## config.mk

```make
export PLATFORM = sky130hd
export DESIGN_NAME = debug_display_mux_flat
export DESIGN_NICKNAME = d
export VERILOG_FILES = /design/src/rtl/debug_display_mux_if.sv /design/src/rtl/debug_display_mux.sv /design/src/flat_wrapper.sv
export SDC_FILE = /design/constraint.sdc
export NUM_CORES = 1
export LEC_CHECK = 0
export CORE_AREA = 2 2 121 123
export DETAILED_ROUTE_END_ITERATION = 8
export DIE_AREA = 0 0 123 125
export PLACE_DENSITY = 0.82
export SLEW_MARGIN = 30
export SYNTH_ARGS = -nofsm -noshare
export SYNTH_HDL_FRONTEND = slang
export SYNTH_SLANG_ARGS = --single-unit
```

## constraint.sdc

```tcl
create_clock -name clock -period 7.4 [get_ports clock]
set_clock_uncertainty 0.2 [all_clocks]
set_input_delay 1.48 -clock clock [delete_from_list [all_inputs] [get_ports clock]]
set_output_delay 1.48 -clock clock [all_outputs]
set_load 0.01 [all_outputs]
```

## src/rtl/debug_display_mux_if.sv

```systemverilog
// Signal bundle between the debug display mux (slave) and the logic that
// feeds probes and buttons into it and consumes the display lines (master).
interface debug_display_mux_if #(
    parameter int NUM_CH = 4,
    parameter int DATA_W = 16,
    parameter int PC_W   = 8
);
    localparam int N_DIG = PC_W / 4 + DATA_W / 4;
    localparam int CS_W  = $clog2(NUM_CH);

    logic [PC_W-1:0]          pc_in;
    logic [NUM_CH*DATA_W-1:0] ch_data;
    logic                     ch_step;
    logic                     freeze;
    logic [6:0]               seg;
    logic [N_DIG-1:0]         digit_en;
    logic [CS_W-1:0]          ch_sel;
    logic [DATA_W-1:0]        show_value;
    logic [PC_W-1:0]          show_pc;
    logic                     frozen;

    modport master (
        output pc_in, ch_data, ch_step, freeze,
        input  seg, digit_en, ch_sel, show_value, show_pc, frozen
    );

    modport slave (
        input  pc_in, ch_data, ch_step, freeze,
        output seg, digit_en, ch_sel, show_value, show_pc, frozen
    );
endinterface

```

## src/rtl/debug_display_mux.sv

```systemverilog
// Multiplexed 7-segment debug display: shows an aligned PC and a selectable
// probe channel, with debounced channel-step and freeze (snapshot) controls.
module debug_display_mux #(
    parameter int NUM_CH       = 4,
    parameter int DATA_W       = 16,
    parameter int PC_W         = 8,
    parameter int ALIGN_DEPTH  = 4,
    parameter int DEBOUNCE_CYC = 16,
    parameter int SCAN_DIV     = 1024
) (
    input logic                clock,
    input logic                reset,
    debug_display_mux_if.slave bus
);
    localparam int N_DIG = PC_W / 4 + DATA_W / 4;
    localparam int CS_W  = $clog2(NUM_CH);
    localparam int DB_W  = $clog2(DEBOUNCE_CYC + 1);
    localparam int PS_W  = $clog2(SCAN_DIV);
    localparam int DI_W  = $clog2(N_DIG);
    localparam logic [DB_W-1:0] DB_LAST = DB_W'(DEBOUNCE_CYC - 1);
    localparam logic [PS_W-1:0] PS_LAST = PS_W'(SCAN_DIV - 1);
    localparam logic [DI_W-1:0] DI_LAST = DI_W'(N_DIG - 1);
    localparam logic [CS_W-1:0] CS_LAST = CS_W'(NUM_CH - 1);

    function automatic logic [6:0] seg_decode(input logic [3:0] nib);
        logic [6:0] lit;
        case (nib)
            4'h0:    lit = 7'h3F;
            4'h1:    lit = 7'h06;
            4'h2:    lit = 7'h5B;
            4'h3:    lit = 7'h4F;
            4'h4:    lit = 7'h66;
            4'h5:    lit = 7'h6D;
            4'h6:    lit = 7'h7D;
            4'h7:    lit = 7'h07;
            4'h8:    lit = 7'h7F;
            4'h9:    lit = 7'h6F;
            4'hA:    lit = 7'h77;
            4'hB:    lit = 7'h7C;
            4'hC:    lit = 7'h39;
            4'hD:    lit = 7'h5E;
            4'hE:    lit = 7'h79;
            4'hF:    lit = 7'h71;
            default: lit = 7'h00;
        endcase
        return ~lit;
    endfunction

    logic [PC_W-1:0]   pc_pipe_q [ALIGN_DEPTH];
    logic [PC_W-1:0]   pc_pipe_d [ALIGN_DEPTH];
    logic [DATA_W-1:0] ch0_pipe_q [ALIGN_DEPTH];
    logic [DATA_W-1:0] ch0_pipe_d [ALIGN_DEPTH];
    logic [DATA_W-1:0] chx_q [NUM_CH-1];
    logic [DATA_W-1:0] chx_d [NUM_CH-1];
    logic [DATA_W-1:0] ch_al_s [NUM_CH];
    logic [PC_W-1:0]   pc_al_s;

    // Index 0 is ch_step, index 1 is freeze; acc_q[1] is the frozen state.
    logic [1:0]        sync1_q, sync1_d, sync2_q, sync2_d, acc_q, acc_d;
    logic [DB_W-1:0]   cnt_q [2];
    logic [DB_W-1:0]   cnt_d [2];
    logic              step_rise_s, frz_rise_s;

    logic [CS_W-1:0]   ch_sel_q, ch_sel_d;
    logic [PC_W-1:0]   snap_pc_q, snap_pc_d, show_pc_q, show_pc_d;
    logic [DATA_W-1:0] snap_val_q, snap_val_d, show_value_q, show_value_d;
    logic [PS_W-1:0]   psc_q, psc_d;
    logic [DI_W-1:0]   dig_idx_q, dig_idx_d;
    logic [N_DIG*4-1:0] disp_s;
    logic [3:0]        nib_s;
    logic [6:0]        seg_q, seg_d;
    logic [N_DIG-1:0]  digit_en_q, digit_en_d;

    assign pc_al_s = pc_pipe_q[ALIGN_DEPTH-1];
    assign disp_s  = {show_value_q, show_pc_q};
    assign nib_s   = disp_s[{dig_idx_q, 2'b00} +: 4];

    // Aligned view of every channel: channel 0 matches the PC latency.
    always_comb begin
        ch_al_s[0] = ch0_pipe_q[ALIGN_DEPTH-1];
        for (int k = 1; k < NUM_CH; k++) begin
            ch_al_s[k] = chx_q[k-1];
        end
    end

    // Next-state logic for alignment, debounce, selection, snapshot and scan.
    always_comb begin
        pc_pipe_d[0]  = bus.pc_in;
        ch0_pipe_d[0] = bus.ch_data[DATA_W-1:0];
        for (int i = 1; i < ALIGN_DEPTH; i++) begin
            pc_pipe_d[i]  = pc_pipe_q[i-1];
            ch0_pipe_d[i] = ch0_pipe_q[i-1];
        end
        for (int k = 1; k < NUM_CH; k++) begin
            chx_d[k-1] = bus.ch_data[k*DATA_W +: DATA_W];
        end

        sync1_d = {bus.freeze, bus.ch_step};
        sync2_d = sync1_q;
        for (int b = 0; b < 2; b++) begin
            acc_d[b] = acc_q[b];
            cnt_d[b] = {DB_W{1'b0}};
            if (sync2_q[b] != acc_q[b]) begin
                if (cnt_q[b] == DB_LAST) begin
                    acc_d[b] = sync2_q[b];
                end else begin
                    cnt_d[b] = cnt_q[b] + DB_W'(1);
                end
            end else begin
                cnt_d[b] = {DB_W{1'b0}};
            end
        end
        step_rise_s = acc_d[0] & ~acc_q[0];
        frz_rise_s  = acc_d[1] & ~acc_q[1];

        // A freeze accepted in the same cycle as a step suppresses the step.
        ch_sel_d = ch_sel_q;
        if (step_rise_s && !frz_rise_s && !acc_q[1]) begin
            if (ch_sel_q == CS_LAST) begin
                ch_sel_d = {CS_W{1'b0}};
            end else begin
                ch_sel_d = ch_sel_q + CS_W'(1);
            end
        end else begin
            ch_sel_d = ch_sel_q;
        end

        snap_pc_d  = snap_pc_q;
        snap_val_d = snap_val_q;
        if (frz_rise_s) begin
            snap_pc_d  = pc_al_s;
            snap_val_d = ch_al_s[ch_sel_q];
        end else begin
            snap_pc_d  = snap_pc_q;
            snap_val_d = snap_val_q;
        end

        if (acc_q[1]) begin
            show_pc_d    = snap_pc_q;
            show_value_d = snap_val_q;
        end else begin
            show_pc_d    = pc_al_s;
            show_value_d = ch_al_s[ch_sel_q];
        end

        psc_d     = psc_q + PS_W'(1);
        dig_idx_d = dig_idx_q;
        if (psc_q == PS_LAST) begin
            psc_d = {PS_W{1'b0}};
            if (dig_idx_q == DI_LAST) begin
                dig_idx_d = {DI_W{1'b0}};
            end else begin
                dig_idx_d = dig_idx_q + DI_W'(1);
            end
        end else begin
            dig_idx_d = dig_idx_q;
        end

        seg_d      = seg_decode(nib_s);
        digit_en_d = ~({{(N_DIG-1){1'b0}}, 1'b1} << dig_idx_q);
    end

    // State registers; reset clears all state and blanks the display.
    always_ff @(posedge clock) begin
        if (!reset) begin
            pc_pipe_q    <= '{default: {PC_W{1'b0}}};
            ch0_pipe_q   <= '{default: {DATA_W{1'b0}}};
            chx_q        <= '{default: {DATA_W{1'b0}}};
            sync1_q      <= 2'b00;
            sync2_q      <= 2'b00;
            acc_q        <= 2'b00;
            cnt_q        <= '{default: {DB_W{1'b0}}};
            ch_sel_q     <= {CS_W{1'b0}};
            snap_pc_q    <= {PC_W{1'b0}};
            snap_val_q   <= {DATA_W{1'b0}};
            show_pc_q    <= {PC_W{1'b0}};
            show_value_q <= {DATA_W{1'b0}};
            psc_q        <= {PS_W{1'b0}};
            dig_idx_q    <= {DI_W{1'b0}};
            seg_q        <= 7'h7F;
            digit_en_q   <= {N_DIG{1'b1}};
        end else begin
            pc_pipe_q    <= pc_pipe_d;
            ch0_pipe_q   <= ch0_pipe_d;
            chx_q        <= chx_d;
            sync1_q      <= sync1_d;
            sync2_q      <= sync2_d;
            acc_q        <= acc_d;
            cnt_q        <= cnt_d;
            ch_sel_q     <= ch_sel_d;
            snap_pc_q    <= snap_pc_d;
            snap_val_q   <= snap_val_d;
            show_pc_q    <= show_pc_d;
            show_value_q <= show_value_d;
            psc_q        <= psc_d;
            dig_idx_q    <= dig_idx_d;
            seg_q        <= seg_d;
            digit_en_q   <= digit_en_d;
        end
    end

    assign bus.seg        = seg_q;
    assign bus.digit_en   = digit_en_q;
    assign bus.ch_sel     = ch_sel_q;
    assign bus.show_value = show_value_q;
    assign bus.show_pc    = show_pc_q;
    assign bus.frozen     = acc_q[1];
endmodule

```

## src/flat_wrapper.sv

```systemverilog
// flat-port wrapper written by rule: the top's interface ports become plain ports
module debug_display_mux_flat 
#(
    parameter int NUM_CH       = 4,
    parameter int DATA_W       = 16,
    parameter int PC_W         = 8,
    parameter int ALIGN_DEPTH  = 4,
    parameter int DEBOUNCE_CYC = 16,
    parameter int SCAN_DIV     = 1024
)
  (clock, reset, bus_pc_in, bus_ch_data, bus_ch_step, bus_freeze, bus_seg, bus_digit_en, bus_ch_sel, bus_show_value, bus_show_pc, bus_frozen);
  debug_display_mux_if #(.NUM_CH(NUM_CH), .DATA_W(DATA_W), .PC_W(PC_W)) bus_i ();
  input logic clock;
  input logic reset;
  input wire logic [$bits(bus_i.pc_in)-1:0] bus_pc_in;
  input wire logic [$bits(bus_i.ch_data)-1:0] bus_ch_data;
  input wire logic [$bits(bus_i.ch_step)-1:0] bus_ch_step;
  input wire logic [$bits(bus_i.freeze)-1:0] bus_freeze;
  output wire logic [$bits(bus_i.seg)-1:0] bus_seg;
  output wire logic [$bits(bus_i.digit_en)-1:0] bus_digit_en;
  output wire logic [$bits(bus_i.ch_sel)-1:0] bus_ch_sel;
  output wire logic [$bits(bus_i.show_value)-1:0] bus_show_value;
  output wire logic [$bits(bus_i.show_pc)-1:0] bus_show_pc;
  output wire logic [$bits(bus_i.frozen)-1:0] bus_frozen;
  assign bus_i.pc_in = bus_pc_in;
  assign bus_i.ch_data = bus_ch_data;
  assign bus_i.ch_step = bus_ch_step;
  assign bus_i.freeze = bus_freeze;
  assign bus_seg = bus_i.seg;
  assign bus_digit_en = bus_i.digit_en;
  assign bus_ch_sel = bus_i.ch_sel;
  assign bus_show_value = bus_i.show_value;
  assign bus_show_pc = bus_i.show_pc;
  assign bus_frozen = bus_i.frozen;
  debug_display_mux #(.NUM_CH(NUM_CH), .DATA_W(DATA_W), .PC_W(PC_W), .ALIGN_DEPTH(ALIGN_DEPTH), .DEBOUNCE_CYC(DEBOUNCE_CYC), .SCAN_DIV(SCAN_DIV)) u_core (.clock(clock), .reset(reset), .bus(bus_i));
endmodule
```

==> summary.md <==
| Metric | Value |
|---|---|
| Core area | 14200 sq um |
| Top_reg_cell synth | dfxtp_1 |
| Hold_ws | around 0.23 ns |
| Die width | ~120 um |
| Met2 Use GR | 36.0% |
| Worst path bufs/invs | 1 |
| First-pass GRT wire length | 24700 um |
| Met3 usage | 3.60% |
| Yosys reg bits | 236 |
| Detailed Routing Iterations Pass 1 | 5 |
| Routed Antenna Nets | 0 |
| CTS tree | built |
| Most frequent cells in the layout | 236 x dfxtp_1, 151 x and2_1, 114 x clkdlybuf4s50_1 |
| Max Slew Vio Count | 0 |
| Crit. Startpoint | u_core.bus.ch_sel[1]$_SDFFE_PN0P_ |
| Setup TNS | 0 ns |
| GR Layer Usage met1 | 24.5% |
| Area Overhead vs Synth | 24.7% |
| Clock Sinks | between 200 and 250 |
| # hold bufs at CTS | 0 |
| Layout cells sized above 1 | 7.82% |
| Post-route minimum period | 3.82 ns |
| CTS buffer count | 23 |
| Clk pin slew, worst setup/hold paths | ~0.06 ns |
| Post-cts sizing count | 0 |
| Die Area | ~15000 sq um |
| Critical Path Sink Type | output pin |
| Initial antenna violation count | 0 |
| DRC Markers | 0 |
| Synth unique cells | 43 |
| Final worst slack | roughly 3.6 ns |
| WP data arrival | 2.14 ns |
| Synth area leaders | dfxtp_1 60%, and2_1 12%, mux4_2 4.6%, mux2i_1 4.3%, nand2_1 2.9% |
| Highest Clock Rate | about 260 MHz |
| Async SR Flop Fraction | 0% |
| Power Dens Cells | between 200 and 300 nW/um^2 |
| Delay-heaviest family, CP | flip-flops |
| Drt first-iter violations | about 330 |
| Fin area | 9870 sq um |
| DP Wirelength | ~9900 um |
| GPL Wtd Cong | 0.845 |
| Worst slack, placed | 4.11 ns |
| Post-synth net total | 815 |
| Worst setup path class | reg -> out |
| EDFF count, synth | 0 |
| Post-DR vias/cell | 4.98 |
| GR Util All Layers | between 20% and 30% |
| Worst-path maximum fanout | 19 |
| Ports | 116 |
| Largest net degree at the start of global routing | approximately 140 |
| Final #Nets | 920 |
| # rows | between 40 and 50 |
| Initial core utilization | 55.7% |
| Ys Warns | 0 |
| Crit start category | register |
| Leading area contributor after synthesis | dfxtp_1 |
| CP max stage delay | roughly 0.93 ns |
| Final Hold Viols | 0 |
| P_leak | roughly 3.8 nW |
| Most common cell after layout, fill and taps aside | dfxtp_1 |
| Fillers | between 1000 and 1500 |
| Max_cap viols | 0 |
| Most Used Layer, Global Route | met2 |
| H-Tree Depth | 1 |
| Crit path required time | about 5.7 ns |
| PortBufs | 115 |
| Synthesized area | around 8000 sq um |
| Worst VDD drop | 0.000187 V |
| Drt wl/cell | 14.8 um |
| Worst min path class | reg -> reg |
| Total Wirelength | about 15000 um |
| Register area share after synthesis | 59.7% |
| CTS root buf | clkbuf_16 |
| Hold Crit Start | u_core.ch0_pipe_d[43]$_SDFF_PN0_ |
| Fin crit share | 51.6% |
| Grt total ovfl | 0 |
| Die height | 125 um |
| Post-CTS setup buffers | 0 |
| # diodes | 0 |
| Outcome | completed |
| Worst-margin pin slew | just over 0.9 ns |
| Cell at the slowest stage of the critical path | dfxtp_1 |
| Via count | 5119 |
| Syn Area/Cell | 10.9 sq um |
| Crit-path cells | clkdlybuf4s50_1 |
| CTS Buffer Depth | 3 |
| Share of the synthesized area in the top cell type | 59.7% |
| Rel. slew slack | 38.0% |
| RR Startpoint | u_core.dig_idx_q[1]$_SDFFE_PN0N_ |
| Final setup vio count | 0 |
| Post-DP Area | 9170 sq um |
| RSZ-0062 raised after global routing | false |
| Post-Syn Instances | 726 |
| Worst-Skew Late Latency | around 0.5 ns |
| Vias in the first global route | 5210 |
[path summary, 6_finish.rpt]
kind                                      endpoint  cells after the start  slack (ns)
hold / removal    u_core.ch0_pipe_d[27]$_SDFF_PN0_                      1        0.23
hold reg to reg   u_core.ch0_pipe_d[27]$_SDFF_PN0_                      1        0.23
setup reg to reg      u_core.bus.seg[3]$_SDFF_PN1_                      8        4.47
setup / recovery                     bus_ch_sel[1]                      1        3.58
[where the power goes]
part	leakage [nW]	switching, mW	internal, mW	total [mW]
clock	0.347	0.455	0.633	1.09
combinational	1.49	0.0361	0.0641	0.100
sequential	1.93	0.0113	1.31	1.32
total	3.77	0.502	2.01	2.51
[registers in the layout, indices dropped and copies added (netlist names)]
name	count
u_core.psc_q	10
u_core.snap_val_q	16
u_core.ch0_pipe_d	48
u_core.cnt_q	10
u_core.bus.ch_sel	2
u_core.ch_al_s	48
u_core.snap_pc_q	8
u_core.bus.digit_en	6
u_core.pc_pipe_d	24
u_core.sync1_q	2
u_core.bus.show_pc	8
u_core.ch0_pipe_q	16
u_core.pc_al_s	8
u_core.dig_idx_q	3
u_core.sync2_q	2
u_core.bus.show_value	16
u_core.acc_q	2
u_core.bus.seg	7
[cell families after synthesis]
logic type | count (synthesis) | share of synthesized area, %
xor gates and xnor gates | 13 | 1.44
AOI/OAI and AO/OA | 60 | 4.87
muxes | 52 | 9.18
DFF | 236 | 59.7
and+or+nand+nor | 302 | 20.2
adders and majority gates | 13 | 2.05
buffers and inverters | 50 | 2.58
[area by class of cell]
cell class                      instances  area (sq um)  area share [%]
Sequential cell                       236          4720            47.9
Tap cell                              184           230            2.33
Clock buffer                           29           628            6.36
Multi-Input combinational cell        440          2990            30.3
Timing Repair Buffer                  120          1190            12.0
Clock inverter                          9          78.8           0.798
Inverter                               10          37.5           0.380
[layer usage]
metal	part of all wire [%]	up-vias
li1	-	2579
met1	41	2378
met2	51	132
met3	5.4	30
met4	2.1	0
met5	0	-
[cell usage after synthesis, drive strengths merged (6+ instances only)]
master,instances
nand3,9
xnor2,6
buf,11
and2,151
nand2b,6
dfxtp,236
nand2,62
nor2,52
mux4,16
o21ai,8
and3,6
inv,10
ha,13
mux2i,34
clkbuf,29
xor2,7
a21oi,32
[metrics by stage]
stage	cells	utilization, %	power (mW)
floorplan	726	-	1.39
global placement	990	64.5	1.44
detailed placement	990	64.5	1.45
CTS	1028	69.5	2.53
global route	1028	69.5	2.59
finish	1028	69.5	2.51
Note: power is estimated with default switching activity, not from simulation.
